File: config.mk
export PLATFORM = sky130hd
export DESIGN_NAME = regs_wb_sched
export DESIGN_NICKNAME = d
export VERILOG_FILES = /design/src/rtl/rv_pkg.sv /design/src/rtl/regs_scoreboard.sv /design/src/rtl/regs_wb_sched.sv
export SDC_FILE = /design/constraint.sdc
export NUM_CORES = 1
export LEC_CHECK = 0
export ABC_AREA = 0
export CAP_MARGIN = 10
export CORE_MARGIN = 3
export CORE_UTILIZATION = 44
export DETAILED_ROUTE_END_ITERATION = 8
export PLACE_DENSITY_LB_ADDON = 0.2
export SLEW_MARGIN = 20
export SYNTH_ARGS = -nofsm -noshare
export SYNTH_HDL_FRONTEND = slang
export SYNTH_SLANG_ARGS = --single-unit
File: constraint.sdc
create_clock -name clk -period 4.4 [get_ports clk]
set_clock_uncertainty 0.1 [all_clocks]
set_input_delay 1.1 -clock clk [delete_from_list [all_inputs] [get_ports clk]]
set_output_delay 1.1 -clock clk [all_outputs]
set_load 0.05 [all_outputs]
File: src/rtl/rv_pkg.sv
// Shared pipeline constants and the write-port scheduler state encoding.
package rv_pkg;
  localparam int XLEN = 32;
  localparam int NREG = 32;
  localparam int AW   = 5;

  localparam logic [AW-1:0] REG_X0 = '0;

  typedef enum logic {
    IDLE   = 1'b0,
    STARVE = 1'b1
  } sched_state_e;
endpackage

File: src/rtl/regs_scoreboard.sv
// Busy-bit scoreboard for long-unit destinations, with RAW/WAW hazard detection at issue.
module regs_scoreboard
  import rv_pkg::*;
(
  input  logic            clk,
  input  logic            rst_n,
  input  logic            iss_valid,
  input  logic [AW-1:0]   iss_rs1,
  input  logic [AW-1:0]   iss_rs2,
  input  logic [AW-1:0]   iss_rd,
  input  logic            iss_long,
  input  logic            clr_en,
  input  logic [AW-1:0]   clr_rd,
  output logic            iss_stall,
  output logic [NREG-1:0] busy
);

  logic [NREG-1:0] busy_reg;
  logic [NREG-1:0] busy_next;
  logic            hazard;
  logic            set_en;

  assign hazard    = iss_valid & (busy_reg[iss_rs1] | busy_reg[iss_rs2] | busy_reg[iss_rd]);
  assign iss_stall = hazard;
  assign set_en    = iss_valid & ~hazard & iss_long & (iss_rd != REG_X0);
  assign busy      = busy_reg;

  // Set is checked after clear so a same-edge set on the same index wins.
  generate
    for (genvar gi = 0; gi < NREG; gi++) begin : g_busy
      if (gi == 0) begin : g_x0
        assign busy_next[gi] = 1'b0;
      end else begin : g_rn
        logic set_hit;
        logic clr_hit;
        assign set_hit       = set_en & (iss_rd == AW'(gi));
        assign clr_hit       = clr_en & (clr_rd == AW'(gi));
        assign busy_next[gi] = set_hit | (busy_reg[gi] & ~clr_hit);
      end
    end
  endgenerate

  always_ff @(posedge clk or negedge rst_n) begin
    if (!rst_n) begin
      busy_reg <= '0;
    end else begin
      busy_reg <= busy_next;
    end
  end

endmodule

File: src/rtl/regs_wb_sched.sv
// Write-port arbiter between pipeline writeback and the long unit, with
// scoreboard hookup and a starvation monitor that asks upstream for bubbles.
module regs_wb_sched
  import rv_pkg::*;
#(
  parameter int STARVE_LIM = 4
) (
  input  logic            clk,
  input  logic            rst_n,
  input  logic            iss_valid,
  input  logic [AW-1:0]   iss_rs1,
  input  logic [AW-1:0]   iss_rs2,
  input  logic [AW-1:0]   iss_rd,
  input  logic            iss_long,
  output logic            iss_stall,
  input  logic            wb_valid,
  input  logic [AW-1:0]   wb_rd,
  input  logic [XLEN-1:0] wb_data,
  input  logic            lu_valid,
  input  logic [AW-1:0]   lu_rd,
  input  logic [XLEN-1:0] lu_data,
  output logic            lu_ready,
  output logic [AW-1:0]   rd,
  output logic [XLEN-1:0] wb,
  output logic            RegWen,
  output logic [NREG-1:0] busy,
  output logic            drain_req
);

  logic [AW-1:0]   rd_reg;
  logic [XLEN-1:0] wb_reg;
  logic            regwen_reg;
  logic            lu_commit_reg;
  logic [3:0]      count_reg;
  logic [3:0]      count_next;
  sched_state_e    state_reg;
  sched_state_e    state_next;
  logic            drain_reg;
  logic            lu_acc;
  logic            blocked;

  assign lu_ready  = ~wb_valid;
  assign lu_acc    = lu_valid & ~wb_valid;
  assign blocked   = lu_valid & wb_valid;
  assign rd        = rd_reg;
  assign wb        = wb_reg;
  assign RegWen    = regwen_reg;
  assign drain_req = drain_reg;

  // lu_commit_reg marks that the write on the port this cycle came from the
  // long unit, so the scoreboard clears its busy bit on the commit edge.
  always_ff @(posedge clk or negedge rst_n) begin
    if (!rst_n) begin
      rd_reg        <= '0;
      wb_reg        <= '0;
      regwen_reg    <= 1'b0;
      lu_commit_reg <= 1'b0;
    end else if (wb_valid) begin
      rd_reg        <= wb_rd;
      wb_reg        <= wb_data;
      regwen_reg    <= (wb_rd != REG_X0);
      lu_commit_reg <= 1'b0;
    end else if (lu_acc) begin
      rd_reg        <= lu_rd;
      wb_reg        <= lu_data;
      regwen_reg    <= (lu_rd != REG_X0);
      lu_commit_reg <= (lu_rd != REG_X0);
    end else begin
      regwen_reg    <= 1'b0;
      lu_commit_reg <= 1'b0;
    end
  end

  regs_scoreboard u_scoreboard (
    .clk       (clk),
    .rst_n     (rst_n),
    .iss_valid (iss_valid),
    .iss_rs1   (iss_rs1),
    .iss_rs2   (iss_rs2),
    .iss_rd    (iss_rd),
    .iss_long  (iss_long),
    .clr_en    (lu_commit_reg),
    .clr_rd    (rd_reg),
    .iss_stall (iss_stall),
    .busy      (busy)
  );

  // The transition looks at the updated count so drain_req is high in the
  // cycle right after the STARVE_LIM-th blocked cycle.
  always_comb begin
    count_next = 4'd0;
    state_next = state_reg;
    if (blocked) begin
      count_next = (count_reg == 4'hF) ? count_reg : count_reg + 4'd1;
    end
    case (state_reg)
      IDLE:    if (count_next == 4'(STARVE_LIM)) state_next = STARVE;
      STARVE:  if (lu_acc) state_next = IDLE;
      default: state_next = IDLE;
    endcase
  end

  always_ff @(posedge clk or negedge rst_n) begin
    if (!rst_n) begin
      count_reg <= 4'd0;
      state_reg <= IDLE;
      drain_reg <= 1'b0;
    end else begin
      count_reg <= count_next;
      state_reg <= state_next;
      drain_reg <= (state_next == STARVE);
    end
  end

endmodule

* Word level (Yosys, flattened, before mapping)
Cells that the tools add are included.
** Word-level totals
- Output and inout port bits :: 73
- Flip-flop bits (word level) :: 75
- Logic and storage cells :: 263
** Operators by class
- Bitwise operators :: 166
- Reductions and logical operators :: 4
- Equal/unequal tests :: 64
- Mux-type cells :: 18
- $lt $le $gt $ge :: 3
- Add/sub/neg operators :: 1
** Operators with widths (number)
- $eq A5 B5 Y1 const B :: 32
- $and A1 B1 Y1 :: 99
- $eq A5 B4 Y1 const B :: 16
- $mux W32 :: 2
- $eq A5 B3 Y1 const B :: 8
- $not A1 Y1 :: 34
- $or A1 B1 Y1 :: 33
- $eq A5 B2 Y1 const B :: 4
- $lt A5 B6 Y1 const B :: 3
- $bmux W1 S5 :: 3
- $reduce_bool A5 Y1 :: 3
- $eq A5 B1 Y1 const B :: 2
- $mux W5 :: 2
- $mux W1 :: 8
- $mux W4 :: 2
- $add A4 B1 Y4 const B :: 1
- $eq A4 B3 Y1 const B :: 1
- $eq A4 B4 Y1 const B :: 1
- $pmux W1 S2 :: 1
- $reduce_bool A2 Y1 :: 1

* Longest topological paths before layout
- Depth in word-level cells :: 11
- Depth in mapped cells :: 8
- Gate-level depth less buffers :: 6

* By module
Synthesis repeated with hierarchy kept, for this count alone.
** Unflattened totals
- Cell total of the unflattened synthesis :: 413
- Area, all modules :: 4365.4 sq um
** By module, submodules not included
- regs_scoreboard :: instances 1, cells each 220, area each 2318.5 sq um
- regs_wb_sched :: instances 1, cells each 193, area each 2047.0 sq um

* Worst setup path after synthesis
No wires, ideal clock.
- Path type :: input port to output port
- From :: in iss_rs1[1]
- To :: out iss_stall
- Path slack :: -339 ps
- Arrival time :: 3539 ps
- Stages :: 7
- Required time :: 3200 ps
- Path buffers :: 1
- Cells stage by stage :: buf_6 -> mux4_2 -> inv_1 -> a2111oi_0 -> and4bb_2 -> and2_1 -> a21boi_0
** Between the ends
- Word-level cells in the longest chain between the ends :: 5
** Ends and longest elaborated chain
- start, declared :: RTL line regs_wb_sched.sv:11 : input logic [AW-1:0] iss_rs1,
- $bmux W1 S5 :: RTL line regs_scoreboard.sv:23 : assign hazard = iss_valid & (busy_reg[iss_rs1] | busy_reg[iss_rs2] | busy_reg[iss_rd]);
- $mux W1 (not written as such) :: RTL line regs_scoreboard.sv:23
- $or A1 B1 Y1 (2 in a row) :: RTL line regs_scoreboard.sv:23
- $and A1 B1 Y1 :: RTL line regs_scoreboard.sv:23
- end, declared :: RTL line regs_wb_sched.sv:15 : output logic iss_stall,
Every way passes these cells. The select of a mux whose other input is x is not followed.

* Worst setup path in the final report
- From :: in iss_rd[0]
- To :: out iss_stall
** Between the ends
- Word-level cells in the longest chain between the ends :: 4
** Ends and longest elaborated chain
- start, declared :: RTL line regs_wb_sched.sv:13 : input logic [AW-1:0] iss_rd,
- $bmux W1 S5 :: RTL line regs_scoreboard.sv:23
- $mux W1 (not written as such) :: RTL line regs_scoreboard.sv:23
- $or A1 B1 Y1 :: RTL line regs_scoreboard.sv:23
- $and A1 B1 Y1 :: RTL line regs_scoreboard.sv:23
Every way passes these cells. The select of a mux whose other input is x is not followed.

==> impl_metrics.tcl <==
set metrics [dict create \
    grt_max_degree 77 \
    ys_ff_latch 75 \
    slew_headroom_pct 38.2 \
    pwr-share-clk_pct 18.0 \
    netSwitchingFraction_pct 42.7 \
    cp-end-kind "primary output" \
    antenna_found_initial 0 \
    dr.pass1.iters 4 \
    fp.dieW_um 105 \
    synth_edf_count 0 \
    grt_pass1_vias 4214 \
    synth_nets 520 \
    rows 35 \
    status "finished clean" \
    switching_power_mw 1.09 \
    cts.sinks 75 \
    dp.final_hpwl_um 10300 \
    required_ns 3.20 \
    synth_seq_area_share_pct 43.6 \
    drtIter0Drc 230 \
    seq_power_share_pct 37.9 \
    post-route-util_pct 67.8 \
    gp_congestion 0.950 \
    cts.clk_slew.worst_paths_ns 0.08 \
    port_buffers 166 \
    num_antenna_cells 0 \
    fmax_ghz 0.232 \
    synth_ff_type "dfrtp_1" \
    min_path_type "reg -> reg" \
    p_leak_nw 2.56 \
    die_y_um 105 \
    ctsHtreeMaxLevel 3 \
    routed_via_density 5.52 \
    ir_worst_vdd_uv 189 \
    hold_violations 0 \
    n_fill_cell 770 \
    pre_cts_slack_ns -0.0965 \
    rsz0062_at_grt "no" \
    num_vias 4020 \
    cap_violations 0 \
    initial_core_util_pct 45.9 \
    criticalPathCategory "in -> out" \
    period_share_pct 98.1 \
    power_density_nw_per_um2 403 \
    ctsHoldBuffers 0 \
    die_area_um2 11000 \
    worstSetupStartpointType "input pin" \
    largest_reg_flops 32 \
    placeableCoreArea_um2 9370 \
    finalSetupViolations 0 \
    antenna_left 0 \
    area_growth_pct 47.6 \
    layout-drive-gt1-share_pct 11.9 \
    overflow 0 \
    cts_setup_buffers 0 \
    grt_pass1_wl_um 21500 \
    intPower_mw 1.47 \
    path_max_fanout 4 \
    avgSynthCellArea_um2 10.2 \
    fin_crit_ns 4.32 \
    synthesis.area_um2 4310 \
    drc_errors 0 \
    grt_use_total_pct 24.7 \
    io_pins 168 \
    regArea_um2 1880 \
    clk_path_buf_depth 2 \
    yosys_warnings 0 \
    tightest_slew_ns 0.927 \
    final_nets 690 \
    clkLatencyLatePin_ns 0.35 \
    final_common_cell "clkdlybuf4s50_1" \
    cts_buffers 9 \
    layout_common_cells "clkdlybuf4s50_1, dfrtp_1, o21ai_0, mux2i_1, nand2_1" \
    cts_tree "done" \
    wirelength_um 13400 \
    async_flop_share_pct 100 \
    synth_cells 424 \
    fin_ws_ns 0.0841 \
    worstPathArrival_ns 3.12 \
    share_comb_of_total_power_pct 44.1 \
    maxSlewViolCount 0 \
    cts_root_buf "clkbuf_8" \
    synth_cell_type_count 50 \
    avgRoutedWirePerCell_um 18.5 \
    multi_input_area_um2 2290 \
]
## synth_stat cells (2+ instances only)
library cell	instances	area share, %
buf_1	8	0.70
nor2b_1	10	1.5
clkbuf_1	11	0.96
o21ai_0	66	7.7
nand2_1	49	4.3
nand3_1	7	0.81
buf_2	6	0.70
o31ai_1	2	0.35
nand3b_1	5	0.87
o2111ai_1	3	0.61
nor3_1	6	0.70
nand2b_1	11	1.6
a21oi_1	4	0.46
nor2_1	11	0.96
mux4_2	13	6.8
and2_1	2	0.29
dfrtp_1	75	44
a211oi_1	2	0.35
or2_2	2	0.29
a22oi_1	3	0.52
o21ai_1	30	3.5
o22ai_1	2	0.29
nor3b_1	2	0.35
buf_6	2	0.52
mux2i_1	53	12
mux2_2	7	1.8
a2111oi_0	2	0.41
inv_1	4	0.35
nand4_4	4	2.0
nand4b_1	2	0.41
## path summary, 6_finish.rpt
path                                                  from                         endpoint  slack [ns]  depth (start not counted)
min in group asynchronous                            rst_n  u_scoreboard.busy[26]$_DFF_PN0_        0.77                          1
min reg2reg                            drain_req$_DFF_PN0_              drain_req$_DFF_PN0_        0.39                          1
max                                              iss_rd[0]                        iss_stall        0.08                          7
min                                    drain_req$_DFF_PN0_              drain_req$_DFF_PN0_        0.39                          1
max in group asynchronous                            rst_n                wb[8]$_DFFE_PN0P_        2.81                          1
max reg2reg                u_scoreboard.busy[18]$_DFF_PN0_  u_scoreboard.busy[31]$_DFF_PN0_        1.99                          7
## area by class of cell
| class | instances | share of cell area, % |
|---|---|---|
| multi-input combinational | 317 | 36.0 |
| sequential | 75 | 29.5 |
| timing repair buffer | 187 | 29.0 |
| tap | 129 | 2.54 |
| clock buffer | 10 | 2.01 |
| clock inverter | 6 | 0.650 |
| inverter | 4 | 0.236 |
## worst max-delay path, stage by stage
cell and delay (ns):
clkdlybuf4s50_1 0.62, mux4_2 0.55, o22ai_1 0.26, a21oi_1 0.12, a31oi_4 0.23, a21boi_2 0.09, buf_12 0.15
## stage by stage
| step | power (mW) | hold WS (ns) | TNS (ns) | cell area (um^2) | std cells |
|---|---|---|---|---|---|
| 2_1_floorplan | 1.63 | 0.475 | 0 | 4310 | 424 |
| 3_3_place_gp | 2.09 | 0.375 | -0.143 | 6180 | 712 |
| 3_5_place_dp | 2.11 | 0.384 | -0.0965 | 6180 | 712 |
| 4_1_cts | 2.58 | 0.397 | 0 | 6350 | 728 |
| 5_1_grt | 2.68 | 0.416 | 0 | 6350 | 728 |
| 6_report | 2.56 | 0.392 | 0 | 6350 | 728 |
## per-layer routing
metal	wire length, um	global-route usage (%)
met5	0	0
met1	5360	30.5
met4	266	8.81
met2	6440	40.5
met3	1360	8.15
## power by group through the flow
| stage | logic [mW] | registers (mW) | clock network [mW] |
|---|---|---|---|
| after floorplan | 0.328 | 1.30 | 0 |
| after global placement | 1.12 | 0.978 | 0 |
| after detailed placement | 1.13 | 0.981 | 0 |
| after CTS | 1.13 | 0.970 | 0.475 |
| after global routing | 1.19 | 0.985 | 0.505 |
| final | 1.13 | 0.970 | 0.462 |
## cell families after synthesis
| kind of cell | count (synthesis) | share of synthesized area (%) |
|---|---|---|
| buffers and inverters | 32 | 3.40 |
| other | 1 | 0.0871 |
| AOI/OAI and AO/OA | 125 | 16.6 |
| adders and majority gates | 1 | 0.291 |
| DFF | 75 | 43.6 |
| muxes | 73 | 21.0 |
| and+or+nand+nor | 117 | 15.1 |
## repair_timing
action / 4_1_cts / 5_1_grt
pin swaps: 0 / 0
resized for setup: 2 / 3
setup endpoints to repair: 1 / 1
Note: power is estimated with default switching activity, not from simulation.
